### src/rtl/seg7_capture.sv
// seg7_capture: samples a multiplexed, active-low 7-segment display bus and
// recovers the four displayed digit codes plus decimal points.
// Optional feature macro: SEG7_CAPTURE_ERR_EN (illegal patterns store code E
// and pulse err); when undefined, illegal patterns are ignored and err is 0.
module seg7_capture #(
  parameter int unsigned SETTLE = 16
) (
  input  logic       clk,
  input  logic       rst,
  input  logic [3:0] an,
  input  logic [7:0] seg,
  output logic [3:0] dout0,
  output logic [3:0] dout1,
  output logic [3:0] dout2,
  output logic [3:0] dout3,
  output logic [3:0] dp,
  output logic       frame_pulse,
  output logic       valid,
  output logic       err
);

  // Count value seen just before the accepting edge (counter then reaches SETTLE-1)
  localparam logic [15:0] ACC_CNT = 16'(SETTLE - 2);

  logic [3:0]  r_an_s1, r_an_s2;
  logic [7:0]  r_seg_s1, r_seg_s2;
  logic [11:0] r_prev;
  logic [15:0] r_cnt;
  logic        r_captured;
  logic [3:0]  r_seen;
  logic [3:0]  r_dout [4];
  logic [3:0]  r_dp;
  logic        r_frame;
  logic        r_valid;

  logic [11:0] w_sync;
  logic        w_change;
  logic        w_onehot;
  logic [1:0]  w_idx;
  logic [3:0]  w_sel;
  logic [3:0]  w_seen_set;
  logic [3:0]  w_code;
  logic        w_legal;
  logic        w_accept;

  assign w_sync     = {r_an_s2, r_seg_s2};
  assign w_change   = (w_sync != r_prev);
  assign w_sel      = ~r_an_s2;
  assign w_seen_set = r_seen | w_sel;
  assign w_accept   = !w_change && (r_cnt == ACC_CNT) && !r_captured && w_onehot;

  // Identify which single digit (if any) the synchronized anodes select
  always_comb begin
    w_onehot = 1'b1;
    w_idx    = 2'd0;
    case (r_an_s2)
      4'b1110: w_idx = 2'd0;
      4'b1101: w_idx = 2'd1;
      4'b1011: w_idx = 2'd2;
      4'b0111: w_idx = 2'd3;
      default: w_onehot = 1'b0;
    endcase
  end

  // Map the active-low segment pattern {g..a} onto a digit code
  always_comb begin
    w_legal = 1'b1;
    w_code  = 4'h0;
    case (r_seg_s2[6:0])
      7'b1000000: w_code = 4'h0;
      7'b1111001: w_code = 4'h1;
      7'b0100100: w_code = 4'h2;
      7'b0110000: w_code = 4'h3;
      7'b0011001: w_code = 4'h4;
      7'b0010010: w_code = 4'h5;
      7'b0000010: w_code = 4'h6;
      7'b1111000: w_code = 4'h7;
      7'b0000000: w_code = 4'h8;
      7'b0010000: w_code = 4'h9;
      7'b0111111: w_code = 4'hA;
      7'b1111111: w_code = 4'hF;
      default:    w_legal = 1'b0;
    endcase
  end

  // Synchronizer, stability counter, digit capture and frame tracking
  always_ff @(posedge clk or posedge rst) begin
    if (rst) begin
      r_an_s1    <= 4'hF;
      r_an_s2    <= 4'hF;
      r_seg_s1   <= 8'hFF;
      r_seg_s2   <= 8'hFF;
      r_prev     <= 12'hFFF;
      r_cnt      <= 16'd0;
      r_captured <= 1'b0;
      r_seen     <= 4'h0;
      r_dp       <= 4'h0;
      r_frame    <= 1'b0;
      r_valid    <= 1'b0;
      for (int k = 0; k < 4; k++) r_dout[k] <= 4'h0;
    end else begin
      r_an_s1  <= an;
      r_an_s2  <= r_an_s1;
      r_seg_s1 <= seg;
      r_seg_s2 <= r_seg_s1;
      r_prev   <= w_sync;
      r_frame  <= 1'b0;

      if (w_change)                r_cnt <= 16'd0;
      else if (r_cnt != 16'hFFFF)  r_cnt <= r_cnt + 16'd1;

      if (w_change)      r_captured <= 1'b0;
      else if (w_accept) r_captured <= 1'b1;

`ifdef SEG7_CAPTURE_ERR_EN
      if (w_accept) begin
        r_dout[w_idx] <= w_legal ? w_code : 4'hE;
        r_dp[w_idx]   <= ~r_seg_s2[7];
        if (w_seen_set == 4'hF) begin
          r_seen  <= 4'h0;
          r_frame <= 1'b1;
          r_valid <= 1'b1;
        end else begin
          r_seen  <= w_seen_set;
        end
      end
`else
      if (w_accept && w_legal) begin
        r_dout[w_idx] <= w_code;
        r_dp[w_idx]   <= ~r_seg_s2[7];
        if (w_seen_set == 4'hF) begin
          r_seen  <= 4'h0;
          r_frame <= 1'b1;
          r_valid <= 1'b1;
        end else begin
          r_seen  <= w_seen_set;
        end
      end
`endif
    end
  end

`ifdef SEG7_CAPTURE_ERR_EN
  logic r_err;

  // One-cycle strobe when an illegal pattern is accepted
  always_ff @(posedge clk or posedge rst) begin
    if (rst) r_err <= 1'b0;
    else     r_err <= w_accept && !w_legal;
  end

  assign err = r_err;
`else
  assign err = 1'b0;
`endif

  assign dout0       = r_dout[0];
  assign dout1       = r_dout[1];
  assign dout2       = r_dout[2];
  assign dout3       = r_dout[3];
  assign dp          = r_dp;
  assign frame_pulse = r_frame;
  assign valid       = r_valid;

endmodule

### config.mk
export PLATFORM = sky130hd
export DESIGN_NAME = seg7_capture
export DESIGN_NICKNAME = d
export VERILOG_FILES = /design/src/rtl/seg7_capture.sv
export SDC_FILE = /design/constraint.sdc
export NUM_CORES = 1
export LEC_CHECK = 0
export ABC_AREA = 1
export BUFFER_PORTS_ARGS = -buffer_cell sky130_fd_sc_hd__buf_2
export CAP_MARGIN = 20
export CORE_ASPECT_RATIO = 0.5
export CORE_MARGIN = 2
export CORE_UTILIZATION = 53
export DETAILED_ROUTE_END_ITERATION = 7
export GPL_TIMING_DRIVEN = 0
export PLACE_DENSITY = 0.76
export SETUP_SLACK_MARGIN = 0.02
export SLEW_MARGIN = 0
export SYNTH_ARGS = -nofsm -noshare
export SYNTH_HDL_FRONTEND = slang
export SYNTH_SLANG_ARGS = --single-unit
### constraint.sdc
create_clock -name clk -period 2.3 [get_ports clk]
set_input_delay 0.46 -clock clk [delete_from_list [all_inputs] [get_ports clk]]
set_output_delay 0.46 -clock clk [all_outputs]
set_load 0.1 [all_outputs]
==> results_dict.tcl, run 1 <==
set metrics [dict create \
    status "finished clean" \
    core-area_um2 6595 \
    clock_skew_ns 0.005186 \
    power.density_nw_per_um2 737.1 \
    timing_hold_violations_final 0 \
    final_util 0.6365 \
    start_util 0.5405 \
    syn-num-nets 424 \
    async_reset_ff_frac 1.000 \
    final_cell_mix "129 x nand2_1, 52 x nor2_1, 47 x inv_1" \
    first_pass_iters 4 \
    hpwl_um 4703 \
    final_nets 471 \
    drtIter0Drc 213 \
    clk_pin_slew_ns 0.06 \
    clockBufferDepth 2 \
    area_delta_synth_final_pct 17.76 \
    final_common_cell "nand2_1" \
    layout-drive-gt1-share 0.2348 \
    fp.dieW_um 120.0 \
    ys.flop_type "dfrtp_1" \
    tightest_slew_ns 0.7334 \
    io_pins 37 \
    syn_area_um2 3565 \
    synth_top_cell_area_share 0.3019 \
    diodes 0 \
    max_cap_violations 0 \
    dieArea_um2 7438 \
    post_cts.repair.setup_buffers 0 \
    tns_ns 0 \
    syn_avg_cell_area_um2 8.737 \
    synth.distinct_cells 31 \
    holdWs_ns 0.2186 \
    path_class "reg2reg" \
    ant_nets 0 \
    synthTopCellsByArea "dfrtp_1 30%, dfstp_2 27%, nand2_1 14%, nor2_1 5.5%, inv_1 5.1%" \
    synth_cells 408 \
    worst_ep_arrival_time_ns 2.30 \
    fill_cells 532 \
    period_needed_ns 2.072 \
    drv_slew 0 \
    hold_path.class "in2reg" \
    wire_per_inst_um 12.16 \
    startpoint_type "flip-flop" \
    grt_pass1_vias 2483 \
    grt_max_degree 46 \
    synth_warnings 0 \
    cts_buffers 9 \
    num_vias 2749 \
    critPathCaptureType "flip-flop" \
    rsz0062_at_grt "false" \
    finalInstanceArea_um2 4198 \
    grt_util_all_layers 0.2004 \
    cts_hold_buf 0 \
    dieHeight_um 61.99 \
    ys_seq_area_frac 0.5672 \
    cts_sinks 79 \
    r2r_cells 10 \
    synth_edf_count 0 \
    tritoncts "yes" \
    relSlewSlack 0.5100 \
    clock_latency_ns 0.34 \
    max_freq_mhz 482.6 \
    wl_um 6715 \
    p_leak_nw 2.140 \
    yosys.area.top_type "dfrtp_1" \
    ys_ff_latch 79 \
    period_share 0.9008 \
    antenna_found_initial 0 \
    htree_levels 3 \
    finalSetupViolations 0 \
    drc 0 \
    routed_via_density 4.980 \
    rows 21 \
    placedInstanceArea_um2 3879 \
    vdd_drop_max_mv 0.3332 \
    gr-total-overflow 0 \
    cts_root_buf "clkbuf_16" \
    numPortBuffers 35 \
    place_congestion 0.9051 \
    finalPower_mw 3.094 \
    whs_path_depth 1 \
    grt_pass1_wl_um 11230 \
    cp_data_required_time_ns 2.53 \
    cp_max_fo 10 \
]
-- synth_stat cells, types with 2 or more instances --
master,n
nand4_1,22
inv_1,48
dfrtp_1,43
buf_2,3
ha_1,2
xnor2_1,4
nor3_4,3
nor3_1,9
buf_4,2
nand2_1,129
nand3_1,15
dfstp_2,36
o211a_1,2
nor2_1,52
o21ai_0,5
nand3_2,6
a21oi_1,13
-- path summary, 6_finish.rpt --
| check | startpoint | to | slack, ns |
|---|---|---|---|
| max | r_an_s2[1] | dout0[1] | 0.23 |
| min | seg[7] | r_seg_s1[7] | 0.22 |
| max reg2reg | r_an_s2[1] | dout0[1] | 0.23 |
| min reg2reg | r_seg_s1[5] | r_seg_s2[5] | 0.35 |
| max in group asynchronous | rst | r_prev[2] | 1.35 |
| min in group asynchronous | rst | r_cnt[4] | 0.24 |
-- kinds of logic (layout without fill, tap and decap cells) --
logic type,count (synthesis),in the layout,synth area share
fa+ha+maj,2,2,0.007019
xor+xnor,5,5,0.01228
flops,79,79,0.5672
simple gates,241,241,0.3050
compound gates,24,24,0.04001
other cells,1,1,0.001052
buf+inv,56,108,0.06739
-- what timing repair did --
| action | in CTS | in global routing |
|---|---|---|
| gates resized for setup | 0 | 1 |
| setup endpoints to repair | 0 | 3 |
| endpoints found under the hold margin | 0 | 0 |
-- area by class of cell --
cell class / count / area, um2 / area share
inverters: 49 / 187.7 / 0.04471
clock buffers: 11 / 232.7 / 0.05544
multi-input cells: 273 / 1308 / 0.3115
flip-flops and latches: 79 / 2022 / 0.4817
clock inverters: 5 / 81.33 / 0.01937
repair buffers: 36 / 195.2 / 0.04650
plain buffers: 7 / 56.30 / 0.01341
well taps: 92 / 115.1 / 0.02742
-- registers in the layout, indices dropped and copies added (netlist names) --
name         flops
r_cnt           16
r_prev          12
r_seg_s1         8
r_seg_s2         8
dout0            4
dout1            4
dout2            4
dout3            4
dp               4
r_an_s1          4
r_an_s2          4
r_seen           4
frame_pulse      1
r_captured       1
valid            1
-- critical path: stages, from the launching register on --
cell	delay, ns
dfstp_2	0.59
nand2_1	0.15
nor3_4	0.34
nor2_1	0.09
nand2_1	0.11
nand2_2	0.08
nor2_4	0.14
buf_8	0.16
nand3_2	0.12
nand2_1	0.12
nand2_1	0.05
-- routing by layer --
metal | GRT usage | up-vias | share of wire
li1 | - | 1391 | -
met4 | 0.1042 | 0 | 0.021
met5 | 0 | - | 0
met2 | 0.3182 | 61 | 0.45
met3 | 0.05839 | 13 | 0.052
met1 | 0.2590 | 1284 | 0.48
-- through the flow --
stage / instances / setup WS (ns)
floorplan: 408 / 0.5382
global placement: 535 / 0.2458
detailed placement: 536 / 0.2345
CTS: 552 / 0.1839
global route: 552 / 0.05159
finish: 552 / 0.2281
-- report_power, final --
group,total [mW],switching [mW],internal [mW]
Clock,1.48,0.531,0.952
Combinational,0.136,0.0956,0.0407
Sequential,1.48,0.0261,1.45
Note: power is estimated with default switching activity, not from simulation.
==> run 2: changes to the inputs <==
--- a/config.mk
+++ b/config.mk
@@ -12,7 +12,7 @@
 export CORE_MARGIN = 2
 export CORE_UTILIZATION = 53
 export DETAILED_ROUTE_END_ITERATION = 7
-export GPL_TIMING_DRIVEN = 0
+export GPL_TIMING_DRIVEN = 1
 export PLACE_DENSITY = 0.76
 export SETUP_SLACK_MARGIN = 0.02
 export SLEW_MARGIN = 0
==> results_dict.tcl, run 2 (synthesized netlist as in run 1, its figures left out) <==
set metrics [dict create \
    status "finished clean" \
    antenna_found_initial 0 \
    drtIter0Drc 261 \
    cts_sinks 79 \
    numPortBuffers 35 \
    drv_slew 0 \
    wl_um 6841 \
    hold_path.class "in2async" \
    final_nets 468 \
    final_cell_mix "129 x nand2_1, 52 x nor2_1, 47 x inv_1" \
    rows 21 \
    max_cap_violations 0 \
    clockBufferDepth 2 \
    cts_root_buf "clkbuf_16" \
    clock_skew_ns 0.008218 \
    cp_data_required_time_ns 2.54 \
    cts_resized 0 \
    gr-total-overflow 0 \
    diodes 0 \
    htree_levels 3 \
    layout-drive-gt1-share 0.2319 \
    grt_util_all_layers 0.1956 \
    io_pins 37 \
    path_class "reg2reg" \
    cts_hold_buf 0 \
    area_delta_synth_final_pct 18.18 \
    tns_ns 0 \
    tightest_slew_ns 0.6881 \
    ant_nets 0 \
    timing.final.ws_setup_ns 0.2507 \
    dp_cells 533 \
    fp.dieW_um 120.0 \
    vdd_drop_max_mv 0.3569 \
    timing_hold_violations_final 0 \
    rsz0062_at_grt "false" \
    tritoncts "yes" \
    grt_max_degree 32 \
    worst_ep_arrival_time_ns 2.28 \
    r2r_setup_slack_ns 0.25 \
    final_common_cell "nand2_1" \
    wire_per_inst_um 12.46 \
    fin_cells 549 \
    num_vias 2716 \
    crit_path_start "r_an_s2[1]" \
    clock_latency_ns 0.34 \
    r2r_start "r_an_s2[1]" \
    first_pass_iters 4 \
    drc 0 \
    top_register "r_cnt" \
    dieArea_um2 7438 \
    post_cts.repair.setup_buffers 0 \
    grt_pass1_vias 2352 \
    finalSetupViolations 0 \
    period_share 0.8910 \
    grt_pass1_wl_um 10840 \
    relSlewSlack 0.5378 \
    dpl_worst_slack_ns 0.2673 \
    largest_reg_flops 16 \
    critPathCaptureType "flip-flop" \
    p_leak_nw 2.140 \
    power.density_nw_per_um2 741.0 \
    hpwl_um 4863 \
    core-area_um2 6595 \
    startpoint_type "flip-flop" \
    cts_buffers 9 \
    dieHeight_um 61.99 \
    start_util 0.5405 \
    period_needed_ns 2.049 \
    place_congestion 0.8524 \
    max_freq_mhz 488.0 \
    clk_pin_slew_ns 0.06 \
    routed_via_density 4.947 \
    reg_top3 "r_cnt (16), r_prev (12)" \
    cp_max_fo 29 \
]
## run 2: where the power goes
group          internal, mW  total (mW)  switching, mW
logic                0.0440       0.140         0.0959
registers              1.45        1.48         0.0267
clock network         0.923        1.51          0.584
total                  2.42        3.12          0.706
## run 2: area by class of cell
class / count / area, um2
well taps: 92 / 115.1
multi-input cells: 273 / 1303
fillers: 558 / 2382
clock inverters: 6 / 72.57
inverters: 49 / 187.7
clock buffers: 10 / 250.2
flip-flops and latches: 79 / 2022
repair buffers: 40 / 262.8
## run 2: metal layers
metal | vias to the layer above | share of wire | global-route usage
met5 | - | 0 | 0
met4 | 0 | 0.015 | 0.06723
met3 | 12 | 0.055 | 0.07755
met2 | 69 | 0.43 | 0.3093
met1 | 1245 | 0.50 | 0.2523
li1 | 1390 | - | -
## run 2: path summary, 6_finish.rpt
check,end,cells after the start
max,r_seen[3],10
min,r_cnt[10],2
max reg2reg,r_seen[3],10
min reg2reg,r_seg_s2[0],0
max in group asynchronous,r_prev[5],3
min in group clk,r_seg_s1[7],1
## run 2: critical path, stage by stage (launching register included)
cell     delay [ns]
dfstp_2        0.60
nand2_1        0.17
nor3_4         0.32
nor2_1         0.09
nand2_1        0.08
nand2_2        0.07
nor2_4         0.14
buf_12         0.19
nand3_2        0.13
inv_1          0.11
nor2_1         0.05
## run 2: through the flow
stage / utilization / power, mW / instance area (um2) / hold slack (ns)
2_1_floorplan: - / 1.590 / 3568 / 0.3452
3_3_place_gp: 0.5898 / 1.634 / 3890 / 0.3457
3_5_place_dp: 0.5898 / 1.639 / 3890 / 0.3468
4_1_cts: 0.6388 / 3.153 / 4213 / 0.1762
5_1_grt: 0.6388 / 3.238 / 4213 / 0.1928
6_report: 0.6388 / 3.122 / 4213 / 0.1657
